**src/rtl/hazard_ctrl.sv**
```systemverilog
// hazard_ctrl: load-use stall, branch flush and MX/WX forwarding control
// for a five-stage in-order pipeline. An X/M/W destination scoreboard is
// fed from the instruction decoded in F/D.
module hazard_ctrl #(
    parameter int CNT_W = 16
) (
    input  logic             clock,
    input  logic             reset,
    input  logic [31:0]      id_insn,
    input  logic             id_valid,
    input  logic             ex_do_branch,
    output logic             stall,
    output logic             flush_fd,
    output logic             flush_dx,
    output logic [1:0]       fwd_a,
    output logic [1:0]       fwd_b,
    output logic [CNT_W-1:0] stall_count,
    output logic [CNT_W-1:0] flush_count
);

    localparam logic [1:0] FWD_RF = 2'b00;
    localparam logic [1:0] FWD_MX = 2'b01;
    localparam logic [1:0] FWD_WX = 2'b10;

    // Register written by an instruction; 0 means it writes nothing.
    function automatic logic [4:0] dec_dest(input logic [5:0] op,
                                            input logic [4:0] rt,
                                            input logic [4:0] rd);
        logic [4:0] d;
        d = 5'd0;
        if (op == 6'h00)
            d = rd;
        else if (op >= 6'h08 && op <= 6'h0F)
            d = rt;
        else if (dec_is_load(op))
            d = rt;
        else if (op == 6'h03)
            d = 5'd31;
        return d;
    endfunction

    function automatic logic dec_is_load(input logic [5:0] op);
        return (op == 6'h20) || (op == 6'h21) || (op == 6'h23) ||
               (op == 6'h24) || (op == 6'h25);
    endfunction

    // j, jal, lui and the shift-by-immediate R-types do not read rs.
    function automatic logic dec_rs_used(input logic [5:0] op,
                                         input logic [5:0] funct);
        logic shift_imm;
        shift_imm = (op == 6'h00) &&
                    ((funct == 6'h00) || (funct == 6'h02) || (funct == 6'h03));
        return !((op == 6'h02) || (op == 6'h03) || (op == 6'h0F) || shift_imm);
    endfunction

    function automatic logic dec_rt_used(input logic [5:0] op);
        return (op == 6'h00) || (op == 6'h28) || (op == 6'h29) ||
               (op == 6'h2B) || (op == 6'h04) || (op == 6'h05);
    endfunction

    // A valid entry with a non-zero destination matching a used source.
    function automatic logic src_hit(input logic       used,
                                     input logic [4:0] src,
                                     input logic       vld,
                                     input logic [4:0] dest);
        return used && vld && (dest != 5'd0) && (dest == src);
    endfunction

    // X (about to enter M) beats M (about to enter W).
    function automatic logic [1:0] fwd_sel(input logic       used,
                                           input logic [4:0] src,
                                           input logic       vld_x,
                                           input logic [4:0] dest_x,
                                           input logic       vld_m,
                                           input logic [4:0] dest_m);
        logic [1:0] s;
        s = FWD_RF;
        if (src_hit(used, src, vld_x, dest_x))
            s = FWD_MX;
        else if (src_hit(used, src, vld_m, dest_m))
            s = FWD_WX;
        return s;
    endfunction

    // Counters stick at all-ones instead of wrapping.
    function automatic logic [CNT_W-1:0] sat_inc(input logic [CNT_W-1:0] c);
        return (&c) ? c : c + 1'b1;
    endfunction

    logic [5:0]       id_op;
    logic [5:0]       id_funct;
    logic [4:0]       id_rs;
    logic [4:0]       id_rt;
    logic [4:0]       id_rd;
    logic [4:0]       shamt_unused;
    logic [4:0]       id_dest;
    logic             id_ld;
    logic             id_rs_used;
    logic             id_rt_used;

    // Scoreboard: _p0 = X, _p1 = M, _p2 = W.
    logic             vld_p0;
    logic [4:0]       dest_p0;
    logic             ld_p0;
    logic             vld_p1;
    logic [4:0]       dest_p1;
    logic             vld_p2;
    logic [4:0]       dest_p2;
    logic [5:0]       w_entry_unused;

    logic             load_use;
    logic             x_take;
    logic [1:0]       fwd_a_nxt;
    logic [1:0]       fwd_b_nxt;

    assign id_op        = id_insn[31:26];
    assign id_rs        = id_insn[25:21];
    assign id_rt        = id_insn[20:16];
    assign id_rd        = id_insn[15:11];
    assign shamt_unused = id_insn[10:6];
    assign id_funct     = id_insn[5:0];

    // The W entry only records retiring writes; nothing forwards from it.
    assign w_entry_unused = {vld_p2, dest_p2};

    // Decode of the F/D instruction and combinational hazard outputs
    always_comb begin
        id_dest    = dec_dest(id_op, id_rt, id_rd);
        id_ld      = dec_is_load(id_op);
        id_rs_used = dec_rs_used(id_op, id_funct);
        id_rt_used = dec_rt_used(id_op);

        load_use = id_valid && ld_p0 &&
                   (src_hit(id_rs_used, id_rs, vld_p0, dest_p0) ||
                    src_hit(id_rt_used, id_rt, vld_p0, dest_p0));

        // A taken branch squashes the stalled instruction anyway, so it wins.
        stall    = !reset && !ex_do_branch && load_use;
        flush_fd = !reset && ex_do_branch;
        flush_dx = flush_fd || stall;

        x_take    = id_valid && !stall && !ex_do_branch;
        fwd_a_nxt = x_take ? fwd_sel(id_rs_used, id_rs, vld_p0, dest_p0, vld_p1, dest_p1)
                           : FWD_RF;
        fwd_b_nxt = x_take ? fwd_sel(id_rt_used, id_rt, vld_p0, dest_p0, vld_p1, dest_p1)
                           : FWD_RF;
    end

    // Control state: entry valids, forward selects and counters
    always_ff @(posedge clock) begin
        if (reset) begin
            vld_p0      <= 1'b0;
            vld_p1      <= 1'b0;
            vld_p2      <= 1'b0;
            fwd_a       <= FWD_RF;
            fwd_b       <= FWD_RF;
            stall_count <= '0;
            flush_count <= '0;
        end else begin
            vld_p0 <= x_take;
            vld_p1 <= vld_p0;
            vld_p2 <= vld_p1;
            fwd_a  <= fwd_a_nxt;
            fwd_b  <= fwd_b_nxt;
            if (stall)
                stall_count <= sat_inc(stall_count);
            if (flush_fd)
                flush_count <= sat_inc(flush_count);
        end
    end

    // Scoreboard payload shifts every cycle; entries are qualified by vld_pN
    always_ff @(posedge clock) begin
        dest_p0 <= id_dest;
        ld_p0   <= id_ld;
        dest_p1 <= dest_p0;
        dest_p2 <= dest_p1;
    end

endmodule

```
**config.mk**
```make
export PLATFORM = sky130hd
export DESIGN_NAME = hazard_ctrl
export DESIGN_NICKNAME = d
export VERILOG_FILES = /design/src/rtl/hazard_ctrl.sv
export SDC_FILE = /design/constraint.sdc
export NUM_CORES = 1
export LEC_CHECK = 0
export BUFFER_PORTS_ARGS = -buffer_cell sky130_fd_sc_hd__clkbuf_2
export CORE_AREA = 2 2 83 85
export CTS_CLUSTER_SIZE = 28
export DETAILED_ROUTE_END_ITERATION = 16
export DIE_AREA = 0 0 85 87
export GPL_TIMING_DRIVEN = 0
export HOLD_SLACK_MARGIN = 0.15
export SYNTH_ARGS = -nofsm -noshare
export SYNTH_HDL_FRONTEND = slang
export SYNTH_SLANG_ARGS = --single-unit
export TNS_END_PERCENT = 50
```
**constraint.sdc**
```tcl
create_clock -name clock -period 3.1 [get_ports clock]
set_input_delay 0.62 -clock clock [delete_from_list [all_inputs] [get_ports clock]]
set_output_delay 0.62 -clock clock [all_outputs]
set_load 0.02 [all_outputs]
```
==> impl_metrics.json, run 1 <==
{
  "status": "completed",
  "slowest_stage": "or4_4",
  "vias": 2371,
  "maxCapViolations": 0,
  "cts_sinks": 49,
  "synth-edff-count": 0,
  "fin_crit_sh_pct": 98.5,
  "synth_cells": 287,
  "hold_class": "register to register",
  "path_cells": "clkbuf_2 > or4_4 > a2111oi_4 > a31oi_4 > o2bb2ai_4 > and3_4 > or2_1 > buf_2",
  "cp-end-kind": "output pin",
  "path_class": "primary input to output pin",
  "io_pins": 75,
  "core_area_um2": 6570,
  "yosysTopAreaCellShare_pct": 39.0,
  "pre_cts_ws_ps": -214,
  "yosys_register_bits": 49,
  "totalWireLength_um": 6100,
  "max_freq_ghz": 0.327,
  "grt.overflow.total": 0,
  "syn_area_um2": 2520,
  "cts_max_level": 2,
  "drtIter0Drc": 91,
  "nNetsFinal": 404,
  "dieArea_um2": 7400,
  "required_ps": 2480,
  "hold_viol_final": 0,
  "final.setup.tns_ps": 0,
  "drive_above_1_share_pct": 25.7,
  "p_leak_nw": 1.20,
  "syn-num-nets": 325,
  "grt_pass1_wl_um": 10200,
  "port_buffers": 69,
  "grt_max_degree": 15,
  "cp_slowest_stage_delay_ps": 570,
  "drc": 0,
  "ys_async_sr_fraction_pct": 0,
  "relSlewSlack_pct": 57.8,
  "peakVddDrop_mv": 0.211,
  "gp_congestion": 0.851,
  "row_count": 30,
  "cts_tree": "yes",
  "cts_hold_buf": 0,
  "fin_ws_ps": 46.1,
  "cts.path.max_buffers": 2,
  "finish.utilization_pct": 47.5,
  "slew_violations": 0,
  "cts.clk_slew.worst_paths_ps": 90,
  "areaGrowthSynthToFinish_pct": 23.9,
  "ys_warn_count": 0,
  "clock_latency_ps": 300,
  "ys.flop_type": "dfxtp_1",
  "cpLargestDelayFamily": "simple AND/OR/NAND/NOR gates",
  "fillers": 664,
  "finalCriticalPeriod_ps": 3050,
  "synth_area_leaders": "dfxtp_1 (39%), xnor2_1 (6.3%), xor2_1 (4.9%), nor2_1 (4.6%), a21oi_1 (4.0%)",
  "synth_cell_types": 48,
  "antenna_found_initial": 0,
  "die-width_um": 85,
  "cts_root_buf": "clkbuf_8",
  "placedCellCount": 436,
  "antenna_cells": 0,
  "fin_worst_skew_ps": 2.55,
  "vias_per_cell": 5.32,
  "tightest_slew_ps": 631,
  "setup_viol": 0,
  "startpoint_type": "primary input",
  "synth_top_area_cell": "dfxtp_1",
  "rsz0062_at_grt": "yes",
  "start_util_pct": 38.3,
  "drt_first_pass_iters": 4,
  "cts_buffers": 5,
  "crit_fanout": 4,
  "final_cells": 446,
  "dp_hpwl_um": 4580,
  "grtUsageTotal_pct": 16.7,
  "crit_arrival_ps": 2430,
  "worst-path-buf-inv": 2,
  "p_per_area_nw_per_um2": 372,
  "ant_nets": 0,
  "die_h_um": 87,
  "fin_hold_ws_ps": 418,
  "syn-mean-instance-area_um2": 8.77,
  "wl_per_cell_um": 13.7,
  "ys_seq_area_share_pct": 39.0,
  "grt_pass1_vias": 2161
}
## per-layer routing
metal / global-route usage (%) / wire [µm] / vias up
li1: - / - / 1209
met1: 22.6 / 2960 / 1108
met4: 5.05 / 72 / 0
met3: 3.70 / 240 / 8
met5: 0 / 0 / -
met2: 26.8 / 2830 / 46
## path summary, 6_finish.rpt
check | end | slack [ps] | cells after the start | from
setup / recovery | flush_dx | 50 | 8 | id_insn[30]
hold / removal | dest_p1[3] | 420 | 0 | dest_p0[3]
setup reg to reg | stall_count[7] | 360 | 9 | stall_count[0]
hold reg to reg | dest_p1[3] | 420 | 0 | dest_p0[3]
## cell usage in the layout (no fill, tap or decap), types with 2 or more instances in the layout
| cell type | instances |
|---|---|
| nand4_1 | 8 |
| a31oi_1 | 2 |
| buf_6 | 2 |
| nor3_1 | 4 |
| buf_4 | 3 |
| nor2b_1 | 4 |
| and3_1 | 6 |
| clkbuf_8 | 6 |
| nand2_1 | 17 |
| nand4b_1 | 2 |
| dfxtp_1 | 49 |
| or3_1 | 3 |
| nor2_1 | 31 |
| clkbuf_1 | 5 |
| and2_1 | 4 |
| o21ai_0 | 3 |
| and4_1 | 4 |
| inv_1 | 8 |
| nor4_1 | 5 |
| o21ai_1 | 2 |
| xor2_1 | 14 |
| a21o_1 | 3 |
| nand2b_1 | 3 |
| a21oi_1 | 20 |
| or4_4 | 3 |
| mux2_1 | 2 |
| ha_1 | 2 |
| or4_1 | 12 |
| a311oi_1 | 3 |
| o31ai_1 | 9 |
| nand3_1 | 19 |
| xnor2_1 | 18 |
| clkbuf_2 | 68 |
## what timing repair did
item                                    4_1_cts  5_1_grt
resized for setup                             4        3
setup buffers                                 0        3
endpoints found under the setup margin        1        4
pin swaps                                     2        2
## flip-flops by register name, summed over array words and instances, names as in the netlist
name / cells
dest_p1: 5
fwd_b: 2
vld_p1: 1
fwd_a: 2
dest_p0: 5
flush_count: 16
ld_p0: 1
stall_count: 16
vld_p0: 1
## cells by family (layout without fill, tap and decap cells)
group | after synthesis | in the layout | share of synthesized area [%]
AOI/OAI and AO/OA | 52 | 52 | 15.1
xor gates and xnor gates | 32 | 32 | 11.1
adders and majority gates | 2 | 2 | 0.994
buffers and inverters | 16 | 95 | 2.98
DFF | 49 | 49 | 39.0
muxes | 3 | 3 | 1.29
and+or+nand+nor | 133 | 133 | 29.6
## final cells by class
cell class              count  area [µm²]  share of cell area [%]
inverters                   8        30.0                   0.963
flip-flops and latches     49         981                    31.5
well taps                  80         100                    3.21
plain buffers               8        45.0                    1.44
repair buffers             72         368                    11.8
multi-input cells         222        1500                    48.2
clock buffers               6        82.6                    2.65
clock inverters             1        7.51                   0.241
## synth_stat cells (all sizes together) (2+ instances only)
cell,number
nand4b,2
dfxtp,49
nor2,32
nand2,17
ha,2
clkbuf,5
o31ai,9
nor3,4
or3,3
a21o,3
nand4,8
and2,4
nand2b,3
a311oi,3
mux2,2
a21oi,20
xor2,14
o21ai,5
xnor2,18
a2111oi,2
nand3,19
a31oi,3
and3,7
buf,3
nor2b,4
inv,8
nor4,7
and4,4
or4,15
## stage by stage
stage	power, W	area (µm²)
after floorplan	0.000734	2520
after global placement	0.000781	2960
after detailed placement	0.000783	2960
after CTS	0.00117	3080
after global routing	0.00121	3120
final	0.00116	3120
## where the power goes
| group | switching, W | internal (W) | total [W] | leakage (nW) |
|---|---|---|---|---|
| combinational | 0.0000634 | 0.0000508 | 0.000114 | 0.756 |
| clock | 0.000213 | 0.000177 | 0.000389 | 0.0433 |
| sequential | 0.0000150 | 0.000641 | 0.000656 | 0.397 |
No activity file was read; power rests on OpenSTA's default activity.
==> run 2, diff against run 1 <==
Settings changed: CORE_AREA 2 2 83 85 to 3 3 84 86, DIE_AREA 0 0 85 87 to 0 0 87 89.
==> impl_metrics.json, run 2 (synthesized netlist as in run 1, its figures left out) <==
{
  "maxCapViolations": 0,
  "ant_nets": 0,
  "fin_crit_sh_pct": 98.1,
  "crit_arrival_ps": 2420,
  "top_regs": "flush_count (16), stall_count (16)",
  "p_leak_nw": 1.24,
  "cts_tree": "yes",
  "power.total_w": 0.00131,
  "hold_viol_final": 0,
  "grt_pass1_wl_um": 10400,
  "tightest_slew_ps": 623,
  "vias": 2398,
  "max_freq_ghz": 0.329,
  "dieArea_um2": 7740,
  "cpLargestDelayFamily": "simple AND/OR/NAND/NOR gates",
  "drc": 0,
  "drt_first_pass_iters": 4,
  "mostFrequentLayoutCells": "clkbuf_2 (68), dfxtp_1 (49), nor2_1 (31), a21oi_1 (20), nand3_1 (19)",
  "cts_root_buf": "clkbuf_8",
  "gp_congestion": 0.806,
  "antenna_found_initial": 0,
  "clock_latency_ps": 310,
  "wl_per_cell_um": 14.1,
  "mostFrequentLayoutCell": "clkbuf_2",
  "worst-path-buf-inv": 2,
  "antenna_cells": 0,
  "relSlewSlack_pct": 58.2,
  "path_depth": 8,
  "peakVddDrop_mv": 0.252,
  "hold_depth": 0,
  "row_count": 29,
  "dp_hpwl_um": 4690,
  "cts_buffers": 5,
  "port_buffers": 69,
  "io_pins": 75,
  "path_class": "primary input to output pin",
  "start_util_pct": 39.6,
  "p_per_area_nw_per_um2": 412,
  "cts_max_level": 2,
  "startpoint_type": "primary input",
  "slowest_stage": "or4_4",
  "grt.overflow.total": 0,
  "drive_above_1_share_pct": 26.5,
  "setup_viol": 0,
  "fin_worst_skew_ps": 6.52,
  "cp-end-kind": "output pin",
  "r2r_cells": 9,
  "status": "completed",
  "grt_max_degree": 16,
  "cts_sinks": 49,
  "cp_slowest_stage_delay_ps": 550,
  "crit_fanout": 4,
  "nNetsFinal": 407,
  "core_area_um2": 6350,
  "die-width_um": 87,
  "totalWireLength_um": 6290,
  "slew_violations": 0,
  "drtIter0Drc": 118,
  "grt_pass1_vias": 2270,
  "hold_class": "register to register",
  "finish.utilization_pct": 50.2,
  "finalCriticalPeriod_ps": 3040,
  "cts.path.max_buffers": 2,
  "grtUsageTotal_pct": 16.8,
  "vias_per_cell": 5.36,
  "rsz0062_at_grt": "no",
  "areaGrowthSynthToFinish_pct": 26.6,
  "path_cells": "clkbuf_2 > or4_4 > a2111oi_4 > a31oi_4 > o2bb2ai_4 > and3_4 > or2_1 > buf_6",
  "cts.clk_slew.worst_paths_ps": 90,
  "die_h_um": 89,
  "required_ps": 2480
}
run 2: cell type report:
cell class | instances | area, µm²
clock buffers | 5 | 68.8
repair buffers | 75 | 397
flip-flops and latches | 49 | 981
multi-input cells | 222 | 1500
fillers | 629 | 3160
plain buffers | 8 | 45.0
well taps | 77 | 96.3
inverters | 8 | 30.0
clock inverters | 3 | 65.1
run 2: worst paths after layout:
check	start	endpoint	slack (ps)
min	dest_p0[1]	dest_p1[1]	400
min reg2reg	dest_p0[1]	dest_p1[1]	400
max reg2reg	stall_count[0]	stall_count[7]	350
max	id_insn[30]	flush_dx	60
run 2: where the power goes:
group,internal (W),switching [W],total (W),leakage (nW)
Sequential,0.000641,0.0000156,0.000657,0.397
Combinational,0.0000519,0.0000634,0.000115,0.772
Clock,0.000320,0.000222,0.000542,0.0681
run 2: per-stage QoR:
| step | instance area (µm²) | hold slack, ps | TNS (ps) | instances | setup slack [ps] |
|---|---|---|---|---|---|
| 6_report | 3190 | 405 | 0 | 447 | 58.7 |
| 5_1_grt | 3190 | 424 | 0 | 447 | 5.23 |
| 4_1_cts | 3130 | 411 | 0 | 441 | 21.0 |
| 3_5_place_dp | 2960 | 408 | -234 | 433 | -223 |
| 3_3_place_gp | 2960 | 398 | -223 | 433 | -220 |
| 2_1_floorplan | 2520 | 381 | 0 | 287 | 85.0 |
run 2: worst register-to-register path, stage by stage (launching register included):
cell and delay (ps):
dfxtp_1 440, ha_1 260, nand2_1 90, nor4_2 430, nand3_1 130, nand3_1 250
clkbuf_1 370, clkbuf_1 430, o31ai_1 160, a21oi_1 130
run 2: layer usage:
metal | track usage (%) | share of wire, %
met5 | 0 | 0
met2 | 27.8 | 49
met3 | 3.41 | 4.2
met4 | 7.65 | 1.8
met1 | 21.1 | 45
run 2: timing repair:
action                                  in CTS  in global routing
hold buffers                                 0                  0
setup buffers                                0                  6
gates resized for setup                      5                  4
pin swaps                                    1                  4
endpoints found under the setup margin       2                 11
endpoints found under the hold margin        0                  0
==> run 3, diff against run 2 <==
Settings changed: ABC_AREA set to 1, CORE_AREA 3 3 84 86 to 2 2 88 90, DIE_AREA 0 0 87 89 to 0 0 90 92.
==> impl_metrics.json, run 3 <==
{
  "status": "completed",
  "synth_cells": 427,
  "die-width_um": 90,
  "drtIter0Drc": 143,
  "required_ps": 2480,
  "cts_root_buf": "clkbuf_8",
  "placedCellCount": 597,
  "core_area_um2": 7450,
  "crit_fanout": 7,
  "wl_per_cell_um": 11.2,
  "grt_pass1_vias": 2606,
  "ant_nets": 0,
  "setup_viol": 0,
  "grt_max_degree": 15,
  "crit_arrival_ps": 1850,
  "yosysTopAreaCellShare_pct": 34.7,
  "slew_violations": 0,
  "ys.flop_type": "dfxtp_1",
  "hold_class": "register to register",
  "max_freq_ghz": 0.405,
  "ys_async_sr_fraction_pct": 0,
  "io_pins": 75,
  "p_per_area_nw_per_um2": 366,
  "hold_viol_final": 0,
  "synth_area_leaders": "dfxtp_1 (35%), nand2_1 (15%), inv_1 (7.8%), nor2_1 (6.6%), a21oi_1 (4.4%)",
  "areaGrowthSynthToFinish_pct": 20.6,
  "drt_first_pass_iters": 6,
  "final_cells": 605,
  "cts_tree": "yes",
  "yosys_register_bits": 49,
  "grtUsageTotal_pct": 16.9,
  "mostFrequentLayoutCell": "nand2_1",
  "p_leak_nw": 1.49,
  "port_buffers": 68,
  "fillers": 813,
  "drive_above_1_share_pct": 21.7,
  "synth_cell_types": 35,
  "yosysMostFrequentCell": "nand2_1",
  "syn_area_um2": 2830,
  "cts_setup_buffers": 0,
  "fin_worst_skew_ps": 8.62,
  "grt.overflow.total": 0,
  "nNetsFinal": 540,
  "relSlewSlack_pct": 53.5,
  "cts_max_level": 2,
  "cts_buffers": 5,
  "cts.clk_slew.worst_paths_ps": 90,
  "cts_hold_buf": 0,
  "finalCriticalPeriod_ps": 2470,
  "final.setup.tns_ps": 0,
  "top_regs": "flush_count (16), stall_count (16)",
  "peakVddDrop_mv": 0.159,
  "fin_crit_sh_pct": 79.6,
  "start_util_pct": 38.0,
  "syn-num-nets": 465,
  "antenna_cells": 0,
  "min_from": "dest_p0[4]",
  "startpoint_type": "primary input",
  "ys_seq_area_share_pct": 34.7,
  "mostFrequentLayoutCells": "nand2_1 (114), clkbuf_2 (68), inv_1 (59), nor2_1 (50), dfxtp_1 (49)",
  "dieArea_um2": 8280,
  "rsz0062_at_grt": "no",
  "vias": 2821,
  "finish.utilization_pct": 45.9,
  "vias_per_cell": 4.66,
  "register_area_um2": 981,
  "multiInputGateArea_um2": 1580,
  "synth_top_area_cell": "dfxtp_1",
  "crit_start": "id_insn[31]",
  "cp-end-kind": "output pin",
  "drc": 0,
  "row_count": 32,
  "synth-edff-count": 0,
  "tightest_slew_ps": 697,
  "antenna_found_initial": 0,
  "gp_congestion": 0.852,
  "reg2reg_from": "flush_count[0]",
  "ys_top_cells_by_count": "nand2_1 (114), inv_1 (59), nor2_1 (50), dfxtp_1 (49), a21oi_1 (25)",
  "clock_latency_ps": 300,
  "cts.path.max_buffers": 2,
  "grt_pass1_wl_um": 11600,
  "cts_sinks": 49,
  "cts_resized": 0,
  "ys_warn_count": 0,
  "totalWireLength_um": 6790,
  "die_h_um": 92,
  "syn-mean-instance-area_um2": 6.63,
  "maxCapViolations": 0,
  "dp_hpwl_um": 5450,
  "path_class": "primary input to output pin"
}
[run 3: changes by cell type in the layout (fill, tap and decap cells not counted), moves of 7 or more]
cell / delta
a21oi_2: +10
inv_1: +51
nand2_1: +97
nand2_2: +11
nor2_1: +19
nor3_1: +11
o21ai_0: +9
o31ai_1: -9
or4_1: -12
xnor2_1: -7
[run 3: area by class of cell]
class | count | share of cell area (%)
timing repair buffer | 68 | 9.97
tap | 102 | 3.74
clock inverter | 1 | 0.879
buffer | 6 | 1.14
clock buffer | 7 | 2.53
sequential | 49 | 28.7
inverter | 62 | 6.82
multi-input combinational | 310 | 46.2
[run 3: kinds of logic after synthesis]
family,share of synthesized area (%)
AND/OR/NAND/NOR,36.8
buffers and inverters,9.59
AO/OA/AOI/OAI,11.2
flip-flops,34.7
XOR/XNOR,6.81
adder cells (fa/ha/maj),0.884
[run 3: per-layer routing]
metal	track usage [%]	vias up	wire length [µm]
li1	-	1502	-
met1	21.0	1231	3090
met2	29.3	76	3220
met3	3.29	12	365
met4	5.90	0	114
met5	0	-	0
[run 3: final timing paths]
path	endpoint	cells after the start	slack, ps
setup / recovery	flush_dx	10	630
hold / removal	dest_p1[4]	0	410
setup reg to reg	flush_count[7]	13	1290
hold reg to reg	dest_p1[4]	0	410
[run 3: critical path: stages]
cell and delay [ps]:
clkbuf_2 100, nor2_2 190, nand3_2 160, nor2_1 190, nor2_1 70, nand2_2 110, nand2_4 70, nand3_4 110
nand2_1 60, clkbuf_2 150
[run 3: stage by stage]
step / power (W) / hold WS (ps) / area (µm²) / setup slack [ps]
after floorplan: 0.000738 / 375 / 2830 / 978
after global placement: 0.000785 / 389 / 3300 / 629
after detailed placement: 0.000787 / 390 / 3300 / 616
after CTS: 0.00127 / 409 / 3410 / 614
after global routing: 0.00130 / 431 / 3410 / 450
final: 0.00125 / 411 / 3410 / 631
[run 3: report_power, final]
part,leakage [nW],switching (W),total [W],internal (W)
combinational,1.04,0.0000740,0.000119,0.0000447
sequential,0.397,0.0000115,0.000652,0.000641
clock,0.0585,0.000214,0.000477,0.000263
